[config.mk]
export PLATFORM = sky130hd
export DESIGN_NAME = prog_loader
export DESIGN_NICKNAME = d
export VERILOG_FILES = /design/src/rtl/prog_loader.sv
export SDC_FILE = /design/constraint.sdc
export NUM_CORES = 1
export LEC_CHECK = 0
export CAP_MARGIN = 20
export CORE_ASPECT_RATIO = 0.75
export CORE_MARGIN = 1
export CORE_UTILIZATION = 42
export DETAILED_ROUTE_END_ITERATION = 10
export PLACE_DENSITY = 0.65
export SETUP_SLACK_MARGIN = 0.05
export SLEW_MARGIN = 20
export SYNTH_ARGS = -nofsm -noshare
export SYNTH_HDL_FRONTEND = slang
export SYNTH_SLANG_ARGS = --single-unit
[constraint.sdc]
create_clock -name clk -period 8.11 [get_ports clk]
set_input_delay 1.2165 -clock clk [delete_from_list [all_inputs] [get_ports clk]]
set_output_delay 1.2165 -clock clk [all_outputs]
set_load 0.005 [all_outputs]
[src/rtl/prog_loader.sv]
// prog_loader: 16 x 8 writable program store loaded over a UART 8N1 line.
// Holds the CPU halted (cpu_run = 0) until a complete image has been received.
// Optional build macro: PROG_LOADER_CHECKSUM_EN adds a trailing checksum byte.
module prog_loader #(
    parameter int unsigned CLKS_PER_BIT = 16,
    parameter logic [7:0]  SYNC_BYTE    = 8'hA5
) (
    input  logic       clk,
    input  logic       reset,
    input  logic       rx,
    input  logic [3:0] addr,
    output logic [7:0] data,
    output logic       cpu_run,
    output logic       loading,
    output logic       err
);

    localparam logic [15:0] BIT_LAST  = 16'(CLKS_PER_BIT - 1);
    localparam logic [15:0] HALF_LAST = 16'(CLKS_PER_BIT / 2 - 1);

    typedef enum logic [1:0] {RX_IDLE, RX_START, RX_DATA, RX_STOP} rx_state_t;
`ifdef PROG_LOADER_CHECKSUM_EN
    typedef enum logic [1:0] {IDLE, LOAD, CHECK, RUN} ld_state_t;
`else
    typedef enum logic [1:0] {IDLE, LOAD, RUN} ld_state_t;
`endif

    logic        rx_meta_q, rx_sync_q, rx_prev_q;
    rx_state_t   rx_state_q;
    logic [15:0] cnt_q;
    logic [2:0]  bit_q;
    logic [7:0]  shift_q;
    logic [7:0]  rx_byte_q;
    logic        byte_valid_q;
    logic        frame_err_q;

    ld_state_t   ld_state_q;
    logic [3:0]  ptr_q;
    logic [7:0]  mem_q [16];
    logic        cpu_run_q;
    logic        loading_q;
    logic        err_q;
`ifdef PROG_LOADER_CHECKSUM_EN
    logic [7:0]  sum_q;
`endif

    // Two-flop synchroniser plus one delayed copy for falling-edge detection.
    always_ff @(posedge clk or posedge reset) begin
        if (reset) begin
            rx_meta_q <= 1'b1;
            rx_sync_q <= 1'b1;
            rx_prev_q <= 1'b1;
        end else begin
            rx_meta_q <= rx;
            rx_sync_q <= rx_meta_q;
            rx_prev_q <= rx_sync_q;
        end
    end

    // Byte receiver: mid-bit sampling, emits one-cycle byte_valid / frame_err pulses.
    always_ff @(posedge clk or posedge reset) begin
        if (reset) begin
            rx_state_q   <= RX_IDLE;
            cnt_q        <= '0;
            bit_q        <= '0;
            shift_q      <= '0;
            rx_byte_q    <= '0;
            byte_valid_q <= 1'b0;
            frame_err_q  <= 1'b0;
        end else begin
            byte_valid_q <= 1'b0;
            frame_err_q  <= 1'b0;
            case (rx_state_q)
                RX_IDLE: begin
                    cnt_q <= '0;
                    if (rx_prev_q && !rx_sync_q) begin
                        rx_state_q <= RX_START;
                    end
                end
                RX_START: begin
                    if (cnt_q == HALF_LAST) begin
                        cnt_q <= '0;
                        bit_q <= '0;
                        rx_state_q <= rx_sync_q ? RX_IDLE : RX_DATA;
                    end else begin
                        cnt_q <= cnt_q + 16'd1;
                    end
                end
                RX_DATA: begin
                    if (cnt_q == BIT_LAST) begin
                        cnt_q   <= '0;
                        shift_q <= {rx_sync_q, shift_q[7:1]};
                        if (bit_q == 3'd7) begin
                            rx_state_q <= RX_STOP;
                        end
                        bit_q <= bit_q + 3'd1;
                    end else begin
                        cnt_q <= cnt_q + 16'd1;
                    end
                end
                RX_STOP: begin
                    if (cnt_q == BIT_LAST) begin
                        cnt_q      <= '0;
                        rx_byte_q  <= shift_q;
                        byte_valid_q <= rx_sync_q;
                        frame_err_q  <= !rx_sync_q;
                        rx_state_q <= RX_IDLE;
                    end else begin
                        cnt_q <= cnt_q + 16'd1;
                    end
                end
                default: rx_state_q <= RX_IDLE;
            endcase
        end
    end

    // Load controller: sync detection, image write, CPU release and error tracking.
    always_ff @(posedge clk or posedge reset) begin
        if (reset) begin
            ld_state_q <= IDLE;
            ptr_q      <= '0;
            cpu_run_q  <= 1'b0;
            loading_q  <= 1'b0;
            err_q      <= 1'b0;
`ifdef PROG_LOADER_CHECKSUM_EN
            sum_q      <= '0;
`endif
            for (int unsigned i = 0; i < 16; i++) begin
                mem_q[i] <= '0;
            end
        end else if (byte_valid_q) begin
            case (ld_state_q)
                IDLE, RUN: begin
                    if (rx_byte_q == SYNC_BYTE) begin
                        ld_state_q <= LOAD;
                        ptr_q      <= '0;
                        cpu_run_q  <= 1'b0;
                        loading_q  <= 1'b1;
                        err_q      <= 1'b0;
`ifdef PROG_LOADER_CHECKSUM_EN
                        sum_q      <= '0;
`endif
                    end
                end
                LOAD: begin
                    mem_q[ptr_q] <= rx_byte_q;
                    ptr_q        <= ptr_q + 4'd1;
`ifdef PROG_LOADER_CHECKSUM_EN
                    sum_q <= sum_q + rx_byte_q;
                    if (ptr_q == 4'hF) begin
                        ld_state_q <= CHECK;
                    end
`else
                    if (ptr_q == 4'hF) begin
                        ld_state_q <= RUN;
                        loading_q  <= 1'b0;
                        cpu_run_q  <= 1'b1;
                    end
`endif
                end
`ifdef PROG_LOADER_CHECKSUM_EN
                CHECK: begin
                    loading_q <= 1'b0;
                    if (rx_byte_q == sum_q) begin
                        ld_state_q <= RUN;
                        cpu_run_q  <= 1'b1;
                    end else begin
                        ld_state_q <= IDLE;
                        err_q      <= 1'b1;
                    end
                end
`endif
                default: ld_state_q <= IDLE;
            endcase
        end else if (frame_err_q) begin
            // Abort only while an image is in flight; keep partial memory, CPU stays halted.
            case (ld_state_q)
`ifdef PROG_LOADER_CHECKSUM_EN
                LOAD, CHECK: begin
`else
                LOAD: begin
`endif
                    ld_state_q <= IDLE;
                    loading_q  <= 1'b0;
                    err_q      <= 1'b1;
                end
                default: ;
            endcase
        end
    end

    assign data    = mem_q[addr];
    assign cpu_run = cpu_run_q;
    assign loading = loading_q;
    assign err     = err_q;

endmodule

==> Yosys cells after proc, flatten, opt, wreduce, memory -nomap -nowiden <==
Index checks and enable logic that the tools add are counted.
{ "totals": {"output_inout_bits": 11, "reg_bits": 179} }
{ "classes": {"magnitude_cmp": 3, "eq_ne": 21, "n_mux": 44, "n_reduce_logical": 21, "bitwise": 2, "add_sub_neg": 3} }
{ "ops": {"columns": ["operator", "count"], "rows": [
  ["$bwmux W128", 1],
  ["$pmux W16 S3", 1],
  ["$bmux W8 S4", 1],
  ["$demux W8 S4", 1],
  ["$mux W16", 2],
  ["$mux W8", 3],
  ["$mux W2", 11],
  ["$add A16 B1 Y16 const B", 1],
  ["$eq A16 B3 Y1 const B", 1],
  ["$eq A16 B4 Y1 const B", 1],
  ["$mux W1", 15],
  ["$ne A2 B2 Y1 const B", 7],
  ["$reduce_and A4 Y1", 3],
  ["$ge A5 B5 Y1 const B", 2],
  ["$not A4 Y5", 2],
  ["$reduce_and A5 Y1", 2],
  ["$eq A8 B8 Y1 const B", 1],
  ["$pmux W2 S4", 1],
  ["$pmux W4 S2", 1],
  ["$reduce_bool A2 Y1", 4],
  ["$eq A2 B2 Y1 const B", 3],
  ["$mux W3", 2],
  ["$ne A3 B3 Y1 const B", 2],
  ["$pmux W3 S2", 1],
  ["16 further kinds", 25]
]} }

==> Longest topological paths before layout <==
{ "logic_depth": {"word_depth": 6, "mapped_depth": 7, "mapped_depth_nobuf": 5} }

==> Least setup slack after synthesis <==
OpenSTA, ideal clock, no wires.
{ "synth_path": {"kind": "in2out", "start": "input addr[0]", "end": "output data[1]", "t_arrival_ns": 2.516, "path_stages": 5, "slack_ns": 4.377, "cell_sequence": "clkbuf_1 > buf_2 > mux4_2 > a22oi_1 > nand2_1"} }
{ "synth_via": {"elab_chain_len": 4} }
{ "synth_lines": {"columns": ["item", "line", "rtl"], "rows": [
  ["start, declared", "11", "input logic [3:0] addr,"],
  ["$not A4 Y5 (implied by the code)", "192", "assign data = mem_q[addr];"],
  ["$bmux W8 S4", "192", null],
  ["$mux W8 (implied by the code) (2 in series)", "192", null],
  ["end, declared", "12", "output logic [7:0] data,"]
]} }
No other way between the ends. The select of a mux whose other input is x is not followed.

==> Worst setup path after layout <==
{ "layout_path": {"start": "input addr[1]", "end": "output data[6]"} }
The elaborated chain is that of the path after synthesis.

==> results.yml <==
status:
  status: "finished clean"
sta:
  worstMarginPinSlew_ns: 1.081
  slew_viol_final: 0
  rsz0062_at_grt: "no"
  finalHoldViolCount: 0
  layout_setup_ws_ns: 3.545
  setup_viol: 0
  clock.fmax_mhz: 219.1
  hold_ws_ns: 0.3568
  finalCritPeriodShare_pct: 56.28
  layout_min_cycle_time_ns: 4.565
  worst_clock_skew_ns: 0.01000
  max_slew_margin_pct: 27.69
  fin_tns_setup_ns: 0
critical_path:
  start_kind: "primary input"
  path_cells: "clkdlybuf4s50_1, buf_4, mux4_2, a22oi_1, nand2_1, clkdlybuf4s50_1"
  cp_common_cell: "clkdlybuf4s50_1"
  arrival_ns: 3.35
  path_delay_family: "buffers and inverters"
  critical_path_buf_inv_count: 3
  cp_max_fo: 32
  required_ns: 6.89
  slowest_delay_ns: 0.45
  worstSetupPathType: "in2out"
  worst-r2r-setup-slack_ns: 5.59
  endpoint_kind: "output port"
  slowest_stage: "clkdlybuf4s50_1"
finish:
  nets: 601
  final_cell_mix: "dfrtp_1, mux2_2, nor2_1"
  n_antenna_cell: 0
  final_common_cell: "dfrtp_1"
  area_growth_pct: 11.82
  drive_above_1_share_pct: 36.67
global_route:
  grt_pass1_wl_mm: 27.58
  grt_max_degree: 98
  grt-ovfl-total: 0
  grt_usage_pct: 18.44
  antenna_found_initial: 0
  grt_pass1_vias: 5023
clocking:
  cts_max_level: 4
  cts_hold_buffers: 0
  clock_path_buffers: 2
  cts_num_sinks: 179
  cts_resized: 0
  path_clk_slew_ns: 0.07
  cts_root_buf: "clkbuf_16"
  cts_buffers: 17
  cts_setup_buffers: 0
  clk_latency_ns: 0.43
  cts_tree: "built"
placed_design:
  dp_hpwl_mm: 10.68
  gp_congestion: 0.8029
  place_ws_ns: 3.539
  port-buffer-count: 17
power:
  ir_worst_vdd_mv: 0.1334
  p_leak_uw: 0.004218
  pwr_density_cell_mw_per_mm2: 207.4
drt:
  vias_per_cell: 5.555
  wl_mm: 16.70
  drtPass1Iterations: 4
  antenna_left: 0
  via_count: 4705
  drt_iter0_drc: 404
  drcViolationCount: 0
  wire_per_inst_um: 19.71
floorplanning:
  dieArea_sq_mm: 0.01988
  std_cell_rows: 43
  die_height_um: 122.3
  core_sq_mm: 0.01872
  fp.dieW_um: 162.5
  start_util_pct: 43.32
  io_pins: 18
yosys:
  avgSynthCellArea_sq_um: 14.06
  synth_cell_types: 46
  ys_warn_count: 0
  synth-seq-cells: 179
  yosysSeqAreaShare_pct: 55.28
  synth_edf_count: 0
  syn-num-nets: 591
  syn_area_sq_mm: 0.008110
  synthCells: 577
  async_reset_ff_share_pct: 100.0
  synth_flop_cell: "dfrtp_1"
worst_hold_path:
  worstHoldPathType: "reg2reg"
flow_run:
  drv_cap: 0
[synth_stat cells, types with 2 or more instances]
cell	instances	area, sq um
a21oi_1	7	35.03
a221oi_1	2	17.52
a22oi_1	16	120.1
a31oi_1	2	12.51
and2_1	4	25.02
and3_1	4	25.02
and3b_1	2	17.52
buf_1	2	7.510
buf_2	6	30.03
buf_6	2	22.52
clkbuf_1	19	71.32
dfrtp_1	176	4404
dfstp_2	3	78.83
ha_1	7	87.58
inv_1	8	30.03
mux2_2	143	1610
mux4_2	32	720.7
nand2_1	27	101.4
nand2b_1	2	12.51
nand3_1	10	50.05
nand4_1	6	37.54
nor2_1	39	146.4
nor2b_1	7	43.79
nor3_1	6	30.03
nor4_1	5	31.28
o21ai_0	5	25.02
or4_1	3	22.52
xnor2_1	12	105.1
xor2_1	3	26.28
[path summary, 6_finish.rpt]
check	startpoint	endpoint	cells after the start
setup / recovery	addr[1]	data[6]	6
hold / removal	rx_meta_q$_DFF_PP1_	rx_sync_q$_DFF_PP1_	0
setup reg to reg	cnt_q[9]$_DFF_PP0_	shift_q[3]$_DFFE_PP0P_	4
hold reg to reg	rx_meta_q$_DFF_PP1_	rx_sync_q$_DFF_PP1_	0
max in group asynchronous	reset	mem_q[2]$_DFFE_PP0P_	3
min in group asynchronous	reset	mem_q[127]$_DFFE_PP0P_	2
[area by class of cell]
cell class	count	area (sq um)
Clock buffer	18	429.2
Multi-Input combinational cell	361	3468
Fill cell	1595	9654
Clock inverter	14	152.6
Sequential cell	179	4483
Inverter	8	35.03
Tap cell	247	309.0
Timing Repair Buffer	20	191.4
[metal layers]
layer	routed length (um)	track usage, %	part of all wire [%]	vias up
met1	8185	25.80	49	2480
met3	610	4.191	3.7	17
met2	7716	28.58	46	71
met4	183	5.778	1.1	0
met5	0	0	0	-
li1	-	-	-	2137
[logic make-up after synthesis]
kind of cell	after synthesis	share of synthesized area, %
AOI/OAI and AO/OA	40	3.564
xor gates and xnor gates	15	1.620
adders and majority gates	7	1.080
buffers and inverters	37	1.990
DFF	179	55.28
muxes	177	29.00
and+or+nand+nor	122	7.467
[stage by stage]
step	instance area (sq um)	power, uW	utilization [%]	std cells
after global routing	9069	1957	48.44	847
after CTS	9065	1896	48.42	847
after global placement	8481	1078	45.30	815
final	9069	1881	48.44	847
after floorplan	8110	1058	-	577
after detailed placement	8483	1081	45.31	815
[power breakdown]
group          switching, uW  total (uW)  internal (uW)  leakage, uW
Sequential              37.6         948            911      0.00248
Combinational           74.1         117           42.9      0.00146
Clock                    358         816            457     0.000285
Total                    470        1880           1410      0.00422
[registers in the layout, indices dropped and copies added, names as in the netlist, 2 cells and up, named ones only]
signal,flops
cnt_q,16
bit_q,3
rx_byte_q,8
shift_q,8
ld_state_q,2
mem_q,128
ptr_q,4
Note: power is estimated with default switching activity, not from simulation.
